## src/rtl/sequence_player.sv

```systemverilog
// Simon sequence playback: fetches colours from a registered-read ROM and lights
// one of four LEDs per step with fixed on and dark times.
module sequence_player #(
    parameter int DEPTH      = 16,
    parameter int ADDR_W     = 4,
    parameter int ON_CYCLES  = 25_000_000,
    parameter int OFF_CYCLES = 12_500_000
) (
    input  logic              clk,
    input  logic              rst,
    input  logic              start,
    input  logic [ADDR_W:0]   length,
    input  logic              abort,
    output logic [ADDR_W-1:0] rd_addr,
    input  logic [1:0]        rd_data,
    output logic [3:0]        led,
    output logic              busy,
    output logic              done
);

    localparam int MAX_CYC = (ON_CYCLES > OFF_CYCLES) ? ON_CYCLES : OFF_CYCLES;
    localparam int CNT_W   = $clog2(MAX_CYC + 1);

    typedef enum logic [2:0] {
        S_IDLE,
        S_FETCH,
        S_LATCH,
        S_ON,
        S_OFF,
        S_DONE
    } state_t;

    state_t            state, state_nx;
    logic [ADDR_W:0]   idx;
    logic [ADDR_W:0]   len;
    logic [ADDR_W:0]   len_clamped;
    logic [1:0]        colour;
    logic [CNT_W-1:0]  cnt;
    logic              on_end;
    logic              off_end;
    logic              last_step;
    logic              accept;

    assign accept      = (state == S_IDLE) && start && !abort;
    assign len_clamped = (length > (ADDR_W+1)'(DEPTH)) ? (ADDR_W+1)'(DEPTH) : length;
    assign on_end      = (cnt == CNT_W'(ON_CYCLES - 1));
    assign off_end     = (cnt == CNT_W'(OFF_CYCLES - 1));
    assign last_step   = ((idx + (ADDR_W+1)'(1)) == len);

    // NOTE: sequential state uses non-blocking assignments so every register
    // samples pre-edge values regardless of statement order.
    always_ff @(posedge clk or posedge rst) begin
        if (rst) state <= S_IDLE;
        else     state <= state_nx;
    end

    // NOTE: every always_comb output gets a default first, otherwise a missed
    // branch infers a latch.
    always_comb begin
        state_nx = state;
        case (state)
            S_IDLE:  if (accept) state_nx = (length == '0) ? S_DONE : S_FETCH;
            S_FETCH: state_nx = S_LATCH;
            S_LATCH: state_nx = S_ON;
            S_ON:    if (on_end) state_nx = S_OFF;
            S_OFF:   if (off_end) state_nx = last_step ? S_DONE : S_FETCH;
            S_DONE:  state_nx = S_IDLE;
            default: state_nx = S_IDLE;
        endcase
        if (abort) state_nx = S_IDLE;
    end

    // rd_addr only moves on entry to FETCH (or back to 0 on abort), so the
    // ROM sees a stable address through FETCH and LATCH.
    always_ff @(posedge clk or posedge rst) begin
        if (rst) begin
            idx     <= '0;
            len     <= '0;
            colour  <= '0;
            cnt     <= '0;
            rd_addr <= '0;
        end else if (abort) begin
            if (state != S_IDLE) rd_addr <= '0;
        end else begin
            case (state)
                S_IDLE: begin
                    if (start && length != '0) begin
                        len     <= len_clamped;
                        idx     <= '0;
                        rd_addr <= '0;
                    end
                end
                S_LATCH: begin
                    colour <= rd_data;
                    cnt    <= '0;
                end
                S_ON: begin
                    cnt <= on_end ? '0 : cnt + CNT_W'(1);
                end
                S_OFF: begin
                    if (off_end) begin
                        cnt <= '0;
                        if (!last_step) begin
                            idx     <= idx + (ADDR_W+1)'(1);
                            rd_addr <= ADDR_W'(idx + (ADDR_W+1)'(1));
                        end
                    end else begin
                        cnt <= cnt + CNT_W'(1);
                    end
                end
                default: ;
            endcase
        end
    end

    always_comb begin
        led  = 4'b0000;
        busy = (state != S_IDLE);
        done = (state == S_DONE);
        if (state == S_ON) led = 4'b0001 << colour;
    end

endmodule

```

## config.mk

```make
export PLATFORM = sky130hd
export DESIGN_NAME = sequence_player
export DESIGN_NICKNAME = d
export VERILOG_FILES = /design/src/rtl/sequence_player.sv
export SDC_FILE = /design/constraint.sdc
export NUM_CORES = 1
export LEC_CHECK = 0
export CELL_PAD_IN_SITES_DETAIL_PLACEMENT = 1
export CELL_PAD_IN_SITES_GLOBAL_PLACEMENT = 2
export CORE_AREA = 2 2 104 81
export CTS_CLUSTER_SIZE = 12
export DETAILED_ROUTE_END_ITERATION = 10
export DIE_AREA = 0 0 106 83
export GPL_TIMING_DRIVEN = 0
export PLACE_DENSITY_LB_ADDON = 0.3
export SLEW_MARGIN = 25
export SYNTH_ARGS = -nofsm -noshare
export SYNTH_HDL_FRONTEND = slang
export SYNTH_SLANG_ARGS = --single-unit
export TNS_END_PERCENT = 1
```

## constraint.sdc

```tcl
create_clock -name clk -period 2 [get_ports clk]
set_clock_uncertainty 0.15 [all_clocks]
set_input_delay 0.4 -clock clk [delete_from_list [all_inputs] [get_ports clk]]
set_output_delay 0.4 -clock clk [all_outputs]
set_load 0.03 [all_outputs]
```

==> reports/results.tsv <==
stage	metric	value	unit
worst_setup_path	rr_worst_depth	8	
timing	period_share	108	%
timing	max_clock_freq	462	MHz
cts	numCtsBuffers	5	
logic_synthesis	avgSynthCellArea	9.78	um2
cts	cts.hold.buffers_added	0	
worst_setup_path	regToRegStartpoint	cnt[1]	
grt	grt_antenna_before_repair	0	
cells_and_area	mostFrequentLayoutCells	sky130_fd_sc_hd__dfrtp_1, sky130_fd_sc_hd__buf_4, sky130_fd_sc_hd__nor2_1	
place	detailed_placer_s_ending_hpwl	4640	um
cts	clock_tree_from_tritoncts	done	
cells_and_area	finish.instance_area	3540	um2
grt	largest_net_degree_at_the_start_of_global_routing	18	
grt	global_route_wire_length_before_repair	11700	um
cts	worst_skew_pair.late_latency	0.30	ns
logic_synthesis	synth.lib_cells_used.distinct	52	
die	die-width	106	um
worst_setup_path	critPathArrivalTime	2.18	ns
drt	antenna_violating_nets_post_route	0	
drt	vias_per_cell	5.17	
worst_setup_path	worstSetupEndpointType	flop	
place	gp_congestion	0.723	
die	boundaryPins	21	
worst_setup_path	worst_setup_path_start_kind	flop	
cts	root_buffer	sky130_fd_sc_hd__clkbuf_8	
power	switching_power	0.599	mW
timing	final.min_clock_period	2.16	ns
status	failed_checks	negative setup slack	
cells_and_area	fillCellCount	857	
cells_and_area	finish.utilization	45.7	%
logic_synthesis	synth.ff_latch_count	44	
logic_synthesis	mappedNetlistArea	2500	um2
worst_setup_path	setup.worst_path.end	cnt[22]	
power	max-vdd-ir-drop	0.365	mV
worst_setup_path	worstPathRequired	2.02	ns
cts	cts_max_path_buffers	2	
timing	slew_violations	0	
logic_synthesis	synthesis.instances	256	
timing	worst_slack	-0.163	ns
cts	clkSlewWorstSetupHoldPaths	0.10	ns
flow_run	drv_cap	0	
logic_synthesis	synthesis.nets	269	
drt	wl	7110	um
die	design.die.area	8800	um2
logic_synthesis	number_of_warnings_reported_in_the_yosys_synthesis_log	0	
die	starting_density_of_the_core	32.3	%
worst_setup_path	r2r_slack	-0.16	ns
timing	max_slew_headroom_at_the_worst_pin	55.3	%
worst_setup_path	crit_path_start	cnt[1]	
place	area_after_dpl	2880	um2
logic_synthesis	synth_edf_count	0	
power	leakage	1.47	nW
drt	firstDrtPassIters	4	
cts	h_tree_levels	2	
power	total_power	2.16	mW
timing	rsz0062_at_grt	yes	
die	die_height	83	um
grt	globalRoute.totalOverflow	0	
status	run_status	finished, violations left	
drt	routed_wire_per_std_cell	16.7	um
hold_path	hold_path.class	primary input to asynchronous set/reset pin	
cells_and_area	syn_to_final_growth	41.2	%
power	pwr-share-seq	46.5	%
power	power_density	610	nW/um2
cells_and_area	antenna-diode-count	0	
logic_synthesis	synth_top_flop_cell	sky130_fd_sc_hd__dfrtp_1	
die	std_cell_rows	28	
cells_and_area	final_layout_size_suffix_gt1_share	34.4	%
power	swShare	27.8	%
drt	drt_first_iter_violations	107	
worst_setup_path	crit_path_kind	flop to flop	
grt	grtUsageTotal	16.5	%
cells_and_area	layout_commonest_cell	sky130_fd_sc_hd__dfrtp_1	
place	numPortBuffers	19	
grt	first_global_vias	2195	
die	area_of_the_core_region	7740	um2
worst_setup_path	timing.rr.end	cnt[22]	
timing	final_hold_viol_count	0	
logic_synthesis	ys_seq_area_share	44.0	%
worst_setup_path	crit_path_max_fanout	5	
power	power_frac_clock	34.6	%
cells_and_area	num-nets-final	332	
timing	setup_viol	41	
power	comb_power_share	18.8	%
drt	vias	2199	
logic_synthesis	postSynth.asyncResetShare	100	%
timing	worstMarginPinSlew	0.671	ns
cts	clkSinkCount	44	
drt	detail_route.drc_violations	0	
power	intPower	1.56	mW
cell families (layout without fill, tap and decap cells):
group,after synthesis,in the layout,share of synthesized area [%]
AND/OR/NAND/NOR,112,112,25.6
adder cells (fa/ha/maj),2,2,0.999
multiplexers,5,5,2.15
flip-flops,44,44,44.0
AO/OA/AOI/OAI,50,50,14.3
XOR/XNOR,25,25,9.30
buffers and inverters,18,82,3.60
critical path, cell delays in order, from the launching register on:
cell	delay, ns
sky130_fd_sc_hd__dfrtp_1	0.36
sky130_fd_sc_hd__ha_2	0.18
sky130_fd_sc_hd__and4_4	0.23
sky130_fd_sc_hd__nand2_4	0.07
sky130_fd_sc_hd__nor4_4	0.37
sky130_fd_sc_hd__o22ai_4	0.18
sky130_fd_sc_hd__buf_6	0.16
sky130_fd_sc_hd__a31oi_1	0.20
sky130_fd_sc_hd__o31ai_1	0.12
power groups by stage:
stage,registers (mW),clock network [mW],logic [mW]
after floorplan,0.999,0,0.216
after global placement,1.02,0,0.293
after detailed placement,1.02,0,0.311
after CTS,1.00,0.764,0.398
after global routing,1.01,0.806,0.444
final,1.00,0.747,0.406
metrics by stage:
step	setup WS, ns	setup TNS, ns	hold slack, ns	std cells
6_report	-0.163	-2.59	0.233	425
5_1_grt	-0.297	-6.61	0.262	425
4_1_cts	-0.106	-2.52	0.252	424
3_5_place_dp	-0.693	-17.94	0.326	382
3_3_place_gp	-0.669	-44.81	0.322	380
2_1_floorplan	-0.227	-2.39	0.296	256
timing repair:
action	4_1_cts	5_1_grt
gates cloned	1	0
endpoints found under the setup margin	43	47
buffers inserted	33	1
gates resized for setup	86	24
pin swaps	19	10
registers in the layout (all words and copies together) (netlist names):
register and count:
rd_addr 4, state 3, len 5, idx 5, cnt 25, colour 2
per-layer routing:
metal	global-route usage (%)	part of all wire [%]	vias up
met3	2.67	2.8	7
met1	26.6	53	1106
li1	-	-	1056
met4	2.15	0.96	0
met5	0	0	-
met2	23.5	43	30
synthesized netlist by cell type (2+ instances only):
| cell | number | area share [%] |
|---|---|---|
| sky130_fd_sc_hd__o22ai_1 | 3 | 0.75 |
| sky130_fd_sc_hd__clkbuf_1 | 3 | 0.45 |
| sky130_fd_sc_hd__ha_1 | 2 | 1.0 |
| sky130_fd_sc_hd__mux2i_1 | 2 | 0.80 |
| sky130_fd_sc_hd__nor3_1 | 2 | 0.40 |
| sky130_fd_sc_hd__nor2_1 | 28 | 4.2 |
| sky130_fd_sc_hd__o2bb2ai_1 | 5 | 1.7 |
| sky130_fd_sc_hd__and4_1 | 4 | 1.4 |
| sky130_fd_sc_hd__nand4_1 | 9 | 2.2 |
| sky130_fd_sc_hd__nand2b_1 | 6 | 1.5 |
| sky130_fd_sc_hd__nand2_1 | 20 | 3.0 |
| sky130_fd_sc_hd__a21oi_1 | 5 | 1.0 |
| sky130_fd_sc_hd__inv_1 | 9 | 1.3 |
| sky130_fd_sc_hd__xor2_1 | 11 | 3.8 |
| sky130_fd_sc_hd__xnor2_1 | 13 | 4.5 |
| sky130_fd_sc_hd__o21ai_0 | 18 | 3.6 |
| sky130_fd_sc_hd__buf_4 | 2 | 0.60 |
| sky130_fd_sc_hd__nor3b_1 | 3 | 0.90 |
| sky130_fd_sc_hd__and2_1 | 3 | 0.75 |
| sky130_fd_sc_hd__nand3_1 | 11 | 2.2 |
| sky130_fd_sc_hd__nor4bb_1 | 2 | 0.80 |
| sky130_fd_sc_hd__a21o_1 | 2 | 0.60 |
| sky130_fd_sc_hd__buf_2 | 3 | 0.60 |
| sky130_fd_sc_hd__dfrtp_1 | 44 | 44 |
| sky130_fd_sc_hd__or3_1 | 4 | 1.0 |
| sky130_fd_sc_hd__o31ai_1 | 4 | 1.2 |
| sky130_fd_sc_hd__a31oi_1 | 5 | 1.2 |
| sky130_fd_sc_hd__and3_1 | 6 | 1.5 |
| sky130_fd_sc_hd__or4_1 | 2 | 0.60 |
| sky130_fd_sc_hd__mux2_2 | 3 | 1.3 |
layout make-up:
cell class | instances | area [um2] | share of cell area (%)
tap | 105 | 131 | 3.72
multi-input combinational | 194 | 1520 | 42.9
inverter | 9 | 41.3 | 1.17
sequential | 44 | 1110 | 31.3
buffer | 9 | 85.1 | 2.41
timing repair buffer | 56 | 534 | 15.1
clock buffer | 6 | 82.6 | 2.34
clock inverter | 2 | 38.8 | 1.10
worst min path at each step:
stage                     from          to  slack [ns]  depth (start not counted)
CTS                        rst  rd_addr[3]        0.25                          2
finish                     rst  rd_addr[0]        0.23                          2
global placement    rd_addr[0]  rd_addr[0]        0.32                          1
detailed placement  rd_addr[0]  rd_addr[0]        0.33                          1
floorplan              cnt[21]     cnt[21]        0.30                          1
global route               rst  rd_addr[0]        0.26                          2
Note: power is estimated with default switching activity, not from simulation.
